<file path="src/rtl/uart_pkg.sv">
// Shared types and constants for the UART transmit-path scheduler.
package uart_pkg;

  localparam int UART_DW = 8;

  typedef enum logic [1:0] {
    IDLE,
    ISSUE,
    ACTIVE,
    GAP
  } sched_state_t;

  // Ceiling log2, never below 1 so it can size a vector directly.
  function automatic int clog2(input int v);
    int r;
    r = 0;
    for (int unsigned i = 0; i < 31; i++) begin
      if ((32'sd1 <<< i) < v) r = int'(i) + 1;
    end
    return (r < 1) ? 1 : r;
  endfunction

endpackage

</file>
<file path="src/rtl/rr_picker.sv">
// Combinational round-robin picker: first set request at or after ptr, wrapping.
module rr_picker
  import uart_pkg::*;
#(
  parameter int N  = 4,
  parameter int IW = clog2(N)
) (
  input  logic [N-1:0]  req,
  input  logic [IW-1:0] ptr,
  output logic [N-1:0]  grant,
  output logic [IW-1:0] gnt_idx,
  output logic          any
);

  localparam int unsigned NU = N;

  int unsigned w_idx;

  always_comb begin
    grant   = '0;
    gnt_idx = '0;
    any     = 1'b0;
    w_idx   = 0;
    for (int unsigned k = 0; k < NU; k++) begin
      w_idx = (32'(ptr) + k) % NU;
      if (!any && req[w_idx]) begin
        any          = 1'b1;
        grant[w_idx] = 1'b1;
        gnt_idx      = IW'(w_idx);
      end
    end
  end

endmodule

</file>
<file path="src/rtl/uart_tx_scheduler.sv">
// Shares one UART transmitter between N_REQ requesters: round-robin grant,
// frame tracking via the transmitter's busy, inter-frame gap and start timeout.
module uart_tx_scheduler
  import uart_pkg::*;
#(
  parameter int N_REQ         = 4,
  parameter int DW            = UART_DW,
  parameter int GAP_TICKS     = 1,
  parameter int TIMEOUT_TICKS = 4
) (
  input  logic                    CLK,
  input  logic                    RST,
  input  logic                    TX_tick,
  input  logic [N_REQ-1:0]        req_valid,
  input  logic [N_REQ*DW-1:0]     req_data,
  input  logic [N_REQ-1:0]        req_par_en,
  output logic [N_REQ-1:0]        req_ready,
  output logic                    tx_transmit,
  output logic [DW-1:0]           tx_data,
  output logic                    tx_par_en,
  input  logic                    tx_busy,
  output logic                    tx_done,
  output logic                    tx_err,
  output logic [clog2(N_REQ)-1:0] tx_id,
  output logic                    active
);

  localparam int IW      = clog2(N_REQ);
  localparam int GAP_EFF = (GAP_TICKS < 1) ? 1 : GAP_TICKS;
  localparam int TO_EFF  = (TIMEOUT_TICKS < 1) ? 1 : TIMEOUT_TICKS;
  localparam int GW      = clog2(GAP_EFF + 1);
  localparam int TW      = clog2(TO_EFF + 1);

  localparam logic [GW-1:0] GAP_LAST = GW'(GAP_EFF - 1);
  localparam logic [TW-1:0] TO_LAST  = TW'(TO_EFF - 1);
  localparam logic [IW-1:0] IDX_LAST = IW'(N_REQ - 1);

  sched_state_t r_state, w_next;

  logic [IW-1:0]    r_rr_ptr;
  logic [TW-1:0]    r_to_cnt;
  logic [GW-1:0]    r_gap_cnt;
  logic [DW-1:0]    r_data;
  logic             r_par;
  logic [IW-1:0]    r_id;
  logic             r_done;
  logic             r_err;

  logic [N_REQ-1:0] w_grant;
  logic [IW-1:0]    w_gnt_idx;
  logic             w_any;
  logic             w_take;
  logic             w_to_hit;
  logic             w_gap_hit;

  rr_picker #(
    .N  (N_REQ),
    .IW (IW)
  ) u_picker (
    .req     (req_valid),
    .ptr     (r_rr_ptr),
    .grant   (w_grant),
    .gnt_idx (w_gnt_idx),
    .any     (w_any)
  );

  // No grant while a done/err pulse is showing, so the two never coincide.
  assign w_take    = (r_state == IDLE) && RST && !r_done && !r_err && w_any;
  assign w_to_hit  = TX_tick && (r_to_cnt == TO_LAST);
  assign w_gap_hit = TX_tick && (r_gap_cnt == GAP_LAST);

  always_ff @(posedge CLK or negedge RST) begin
    if (!RST) r_state <= IDLE;
    else      r_state <= w_next;
  end

  always_comb begin
    w_next = r_state;
    case (r_state)
      IDLE:    if (w_take) w_next = ISSUE;
      ISSUE: begin
        // busy takes priority over a timeout landing in the same cycle
        if (tx_busy)       w_next = ACTIVE;
        else if (w_to_hit) w_next = IDLE;
      end
      ACTIVE:  if (!tx_busy) w_next = GAP;
      GAP:     if (w_gap_hit) w_next = IDLE;
      default: w_next = IDLE;
    endcase
  end

  always_comb begin
    req_ready   = '0;
    tx_transmit = 1'b0;
    active      = 1'b0;
    case (r_state)
      IDLE: if (w_take) req_ready = w_grant;
      ISSUE: begin
        tx_transmit = 1'b1;
        active      = 1'b1;
      end
      ACTIVE, GAP: active = 1'b1;
      default: ;
    endcase
  end

  always_ff @(posedge CLK or negedge RST) begin
    if (!RST) begin
      r_rr_ptr  <= '0;
      r_to_cnt  <= '0;
      r_gap_cnt <= '0;
      r_data    <= '0;
      r_par     <= 1'b0;
      r_id      <= '0;
      r_done    <= 1'b0;
      r_err     <= 1'b0;
    end else begin
      r_done <= (r_state == GAP) && w_gap_hit;
      r_err  <= (r_state == ISSUE) && !tx_busy && w_to_hit;

      if (w_take) begin
        r_data   <= req_data[w_gnt_idx*DW +: DW];
        r_par    <= req_par_en[w_gnt_idx];
        r_id     <= w_gnt_idx;
        r_rr_ptr <= (w_gnt_idx == IDX_LAST) ? '0 : w_gnt_idx + 1'b1;
      end

      if (w_take)                               r_to_cnt <= '0;
      else if ((r_state == ISSUE) && TX_tick)   r_to_cnt <= r_to_cnt + 1'b1;

      if ((r_state == ACTIVE) && !tx_busy)      r_gap_cnt <= '0;
      else if ((r_state == GAP) && TX_tick)     r_gap_cnt <= r_gap_cnt + 1'b1;
    end
  end

  assign tx_data   = r_data;
  assign tx_par_en = r_par;
  assign tx_id     = r_id;
  assign tx_done   = r_done;
  assign tx_err    = r_err;

endmodule

</file>
<file path="config.mk">
export PLATFORM = sky130hd
export DESIGN_NAME = uart_tx_scheduler
export DESIGN_NICKNAME = d
export VERILOG_FILES = /design/src/rtl/uart_pkg.sv /design/src/rtl/rr_picker.sv /design/src/rtl/uart_tx_scheduler.sv
export SDC_FILE = /design/constraint.sdc
export NUM_CORES = 1
export LEC_CHECK = 0
export ABC_AREA = 1
export BUFFER_PORTS_ARGS = -buffer_cell sky130_fd_sc_hd__buf_2
export CAP_MARGIN = 0
export CORE_MARGIN = 2
export CORE_UTILIZATION = 43
export CTS_CLUSTER_SIZE = 14
export DETAILED_ROUTE_END_ITERATION = 12
export PLACE_DENSITY_LB_ADDON = 0.12
export SLEW_MARGIN = 20
export SYNTH_ARGS = -nofsm -noshare
export SYNTH_HDL_FRONTEND = slang
export SYNTH_SLANG_ARGS = --single-unit
</file>
<file path="constraint.sdc">
create_clock -name CLK -period 6.65 [get_ports CLK]
set_clock_uncertainty 0.2 [all_clocks]
set_input_delay 0.3325 -clock CLK [delete_from_list [all_inputs] [get_ports CLK]]
set_output_delay 0.3325 -clock CLK [all_outputs]
set_load 0.02 [all_outputs]
</file>
==> impl_metrics.env <==
export IMPL_relSlewSlack_pct=59.8
export IMPL_numCtsBuffers=3
export IMPL_antenna_found_initial=0
export IMPL_via_count=1901
export IMPL_multiInputGateArea_um2=1140
export IMPL_final_antenna_net_count=0
export IMPL_synth_main_ff_cell="dfrtp_1"
export IMPL_grt_total_usage_pct=17.5
export IMPL_synth_edff_count=0
export IMPL_syn_nets=327
export IMPL_yosys_register_bits=21
export IMPL_ctsHtreeMaxLevel=1
export IMPL_place_area_um2=2240
export IMPL_route_detailed_wl_per_inst_um=11.0
export IMPL_io_pins=63
export IMPL_fin_tns_setup_ns=0
export IMPL_rows=24
export IMPL_num_antenna_cells=0
export IMPL_cts_root_buffer="clkbuf_8"
export IMPL_synth_distinct_cells=33
export IMPL_drive_gt1_share_pct=29.6
export IMPL_yosysMostFrequentCell="nand2_1"
export IMPL_die_height_um=71.0
export IMPL_finalHoldViolCount=0
export IMPL_seqPwrFrac_pct=20.0
export IMPL_insertion_delay_ns=0.25
export IMPL_power_share_clock_pct=6.8
export IMPL_fp_dieW_um=71.0
export IMPL_viasPerCell=4.92
export IMPL_synthTopCellsByCount="nand2_1 (67), nand3_1 (45), inv_1 (43)"
export IMPL_gp_congestion=0.826
export IMPL_gr_total_overflow=0
export IMPL_async_flop_share_pct=100
export IMPL_leakage_nw=1.33
export IMPL_whs_ns=0.0622
export IMPL_io_buffers=62
export IMPL_vdd_ir_drop_max_mv=0.190
export IMPL_slew_viol_final=0
export IMPL_cts_buffer_depth=2
export IMPL_endpoint_kind="output pin"
export IMPL_first_iter_violations=86
export IMPL_postSynthAreaPerCell_um2=7.06
export IMPL_synth_area_top_cells="dfrtp_1 (27%), nand2_1 (13%), nand3_1 (12%)"
export IMPL_grt_pass1_vias=1704
export IMPL_max_cap_viol_count=0
export IMPL_netlist_area_um2=1930
export IMPL_cp_max_fo=18
export IMPL_status="completed"
export IMPL_post_cts_repair_setup_buffers=0
export IMPL_p_int_uw=524
export IMPL_cts_tree="built"
export IMPL_ys_seq_area_share_pct=27.3
export IMPL_fill_cells=464
export IMPL_rsz0062_at_grt="false"
export IMPL_setup_viol=0
export IMPL_worstPathRequired_ns=6.12
export IMPL_ff_latch_area_um2=526
export IMPL_dp_hpwl_um=3380
export IMPL_netSwitchingFraction_pct=56.7
export IMPL_initial_core_util_pct=44.6
export IMPL_firstDrtPassIters=4
export IMPL_hold_class="primary input to flop"
export IMPL_synthCells=273
export IMPL_finalInstanceArea_um2=2300
export IMPL_crit_type="flop to output pin"
export IMPL_yosys_area_top_type_share_pct=27.3
export IMPL_num_nets_final=389
export IMPL_die_area_um2=5040
export IMPL_core_area_um2=4320
export IMPL_startpoint_type="flop"
export IMPL_pwr_share_comb_pct=73.2
export IMPL_routed_wl_um=4260
export IMPL_yosysTopAreaCell="dfrtp_1"
export IMPL_grt_max_degree=31
export IMPL_worst_slew_pin_slew_ns=0.603
export IMPL_hold_depth=2
export IMPL_cts_sinks=21
export IMPL_grt_pass1_wl_um=7350
export IMPL_clkTransAtPathRegs_ns=0.07
export IMPL_synth_warnings=0
export IMPL_powerDensity_nw_per_um2=526
export IMPL_drc=0
export IMPL_fmax_ghz=0.301
export IMPL_switchingPower_uw=685
export IMPL_ff2ff_path_depth=11
export IMPL_syn_to_final_growth_pct=19.1
export IMPL_worstPathArrival_ns=2.79
export IMPL_fin_crit_ns=3.32
export IMPL_fin_crit_sh_pct=49.9
worst max-delay path, stage by stage, from the launching register on:
cell	delay, ns
dfrtp_1	0.73
inv_8	0.12
ha_1	0.40
nand3_1	0.19
nand2_4	0.10
nor2_8	0.14
nand3_4	0.16
nand2_4	0.24
inv_2	0.15
nand2_1	0.10
inv_1	0.04
buf_2	0.15
per-stage QoR:
step / total power, mW / worst slack, ns / util [%] / cells
after floorplan: 0.998 / 4.13 / - / 273
after global placement: 1.14 / 3.67 / 51.8 / 381
after detailed placement: 1.14 / 3.59 / 51.8 / 381
after CTS: 1.22 / 3.30 / 53.1 / 386
after global routing: 1.34 / 3.11 / 53.1 / 386
final: 1.21 / 3.33 / 53.1 / 386
power by group through the flow:
| stage | clock network (mW) | registers (mW) | logic [mW] |
|---|---|---|---|
| floorplan | 0 | 0.266 | 0.732 |
| CTS | 0.0864 | 0.241 | 0.896 |
| detailed placement | 0 | 0.243 | 0.893 |
| global placement | 0 | 0.243 | 0.895 |
| global route | 0.0904 | 0.249 | 1.00 |
| finish | 0.0826 | 0.242 | 0.884 |
per-layer routing:
metal,vias to the layer above,GRT usage [%],part of all wire [%]
met4,0,4.19,0.99
li1,1002,-,-
met5,-,0,0
met3,4,2.42,4.2
met2,41,29.3,47
met1,854,23.9,47
repair_timing:
| action | 4_1_cts | 5_1_grt |
|---|---|---|
| hold buffers | 1 | 0 |
| gates resized for setup | 0 | 0 |
| hold endpoints to repair | 21 | 0 |
worst paths after layout:
kind / startpoint / endpoint / slack, ns
worst max-delay path: r_rr_ptr[0] / req_ready[1] / 3.33
worst min-delay path: tx_busy / tx_err / 0.06
worst max register to register: r_rr_ptr[0] / tx_data[7] / 3.81
worst min register to register: r_gap_cnt / tx_done / 0.27
max in group asynchronous: RST / r_to_cnt[1] / 5.54
min in group asynchronous: RST / tx_data[0] / 0.37
state kept, by name, summed over array words and instances (netlist names), named ones only:
| register | flops |
|---|---|
| r_gap_cnt | 1 |
| tx_done | 1 |
| tx_err | 1 |
| tx_data | 8 |
| r_rr_ptr | 2 |
| tx_par_en | 1 |
| r_to_cnt | 3 |
| r_state | 1 |
| tx_id | 2 |
layout make-up:
cell class | count | share of cell area [%]
clock buffers | 3 | 1.80
repair buffers | 63 | 14.0
flip-flops and latches | 21 | 22.9
clock inverters | 1 | 0.218
well taps | 52 | 2.83
inverters | 50 | 8.50
multi-input cells | 196 | 49.8
cells by family (layout without fill, tap and decap cells):
family	after synthesis	after routing	synth area share [%]
flops	21	21	27.3
fa+ha+maj	10	10	6.49
compound gates	19	19	6.68
xor+xnor	3	3	1.36
simple gates	164	164	44.8
buf+inv	56	117	13.4
placed cells by master, fill, tap and decap left out, types with 3 or more instances in the layout:
cell      synthesis  final
inv_2             6      6
nand2_2          10     10
nand3_4           3      3
buf_2             0     62
inv_1            43     43
dfrtp_1          21     21
nand2_1          67     67
nand3_1          45     45
nand2_4           4      4
nor3_1            3      3
o21ai_1           3      3
a22oi_1           3      3
or2_1             6      6
nand4_1          11     11
o21ai_0           4      4
ha_1             10     10
clkbuf_8          0      3
nor2_1           10     10
(Power assumes the default switching activity.)
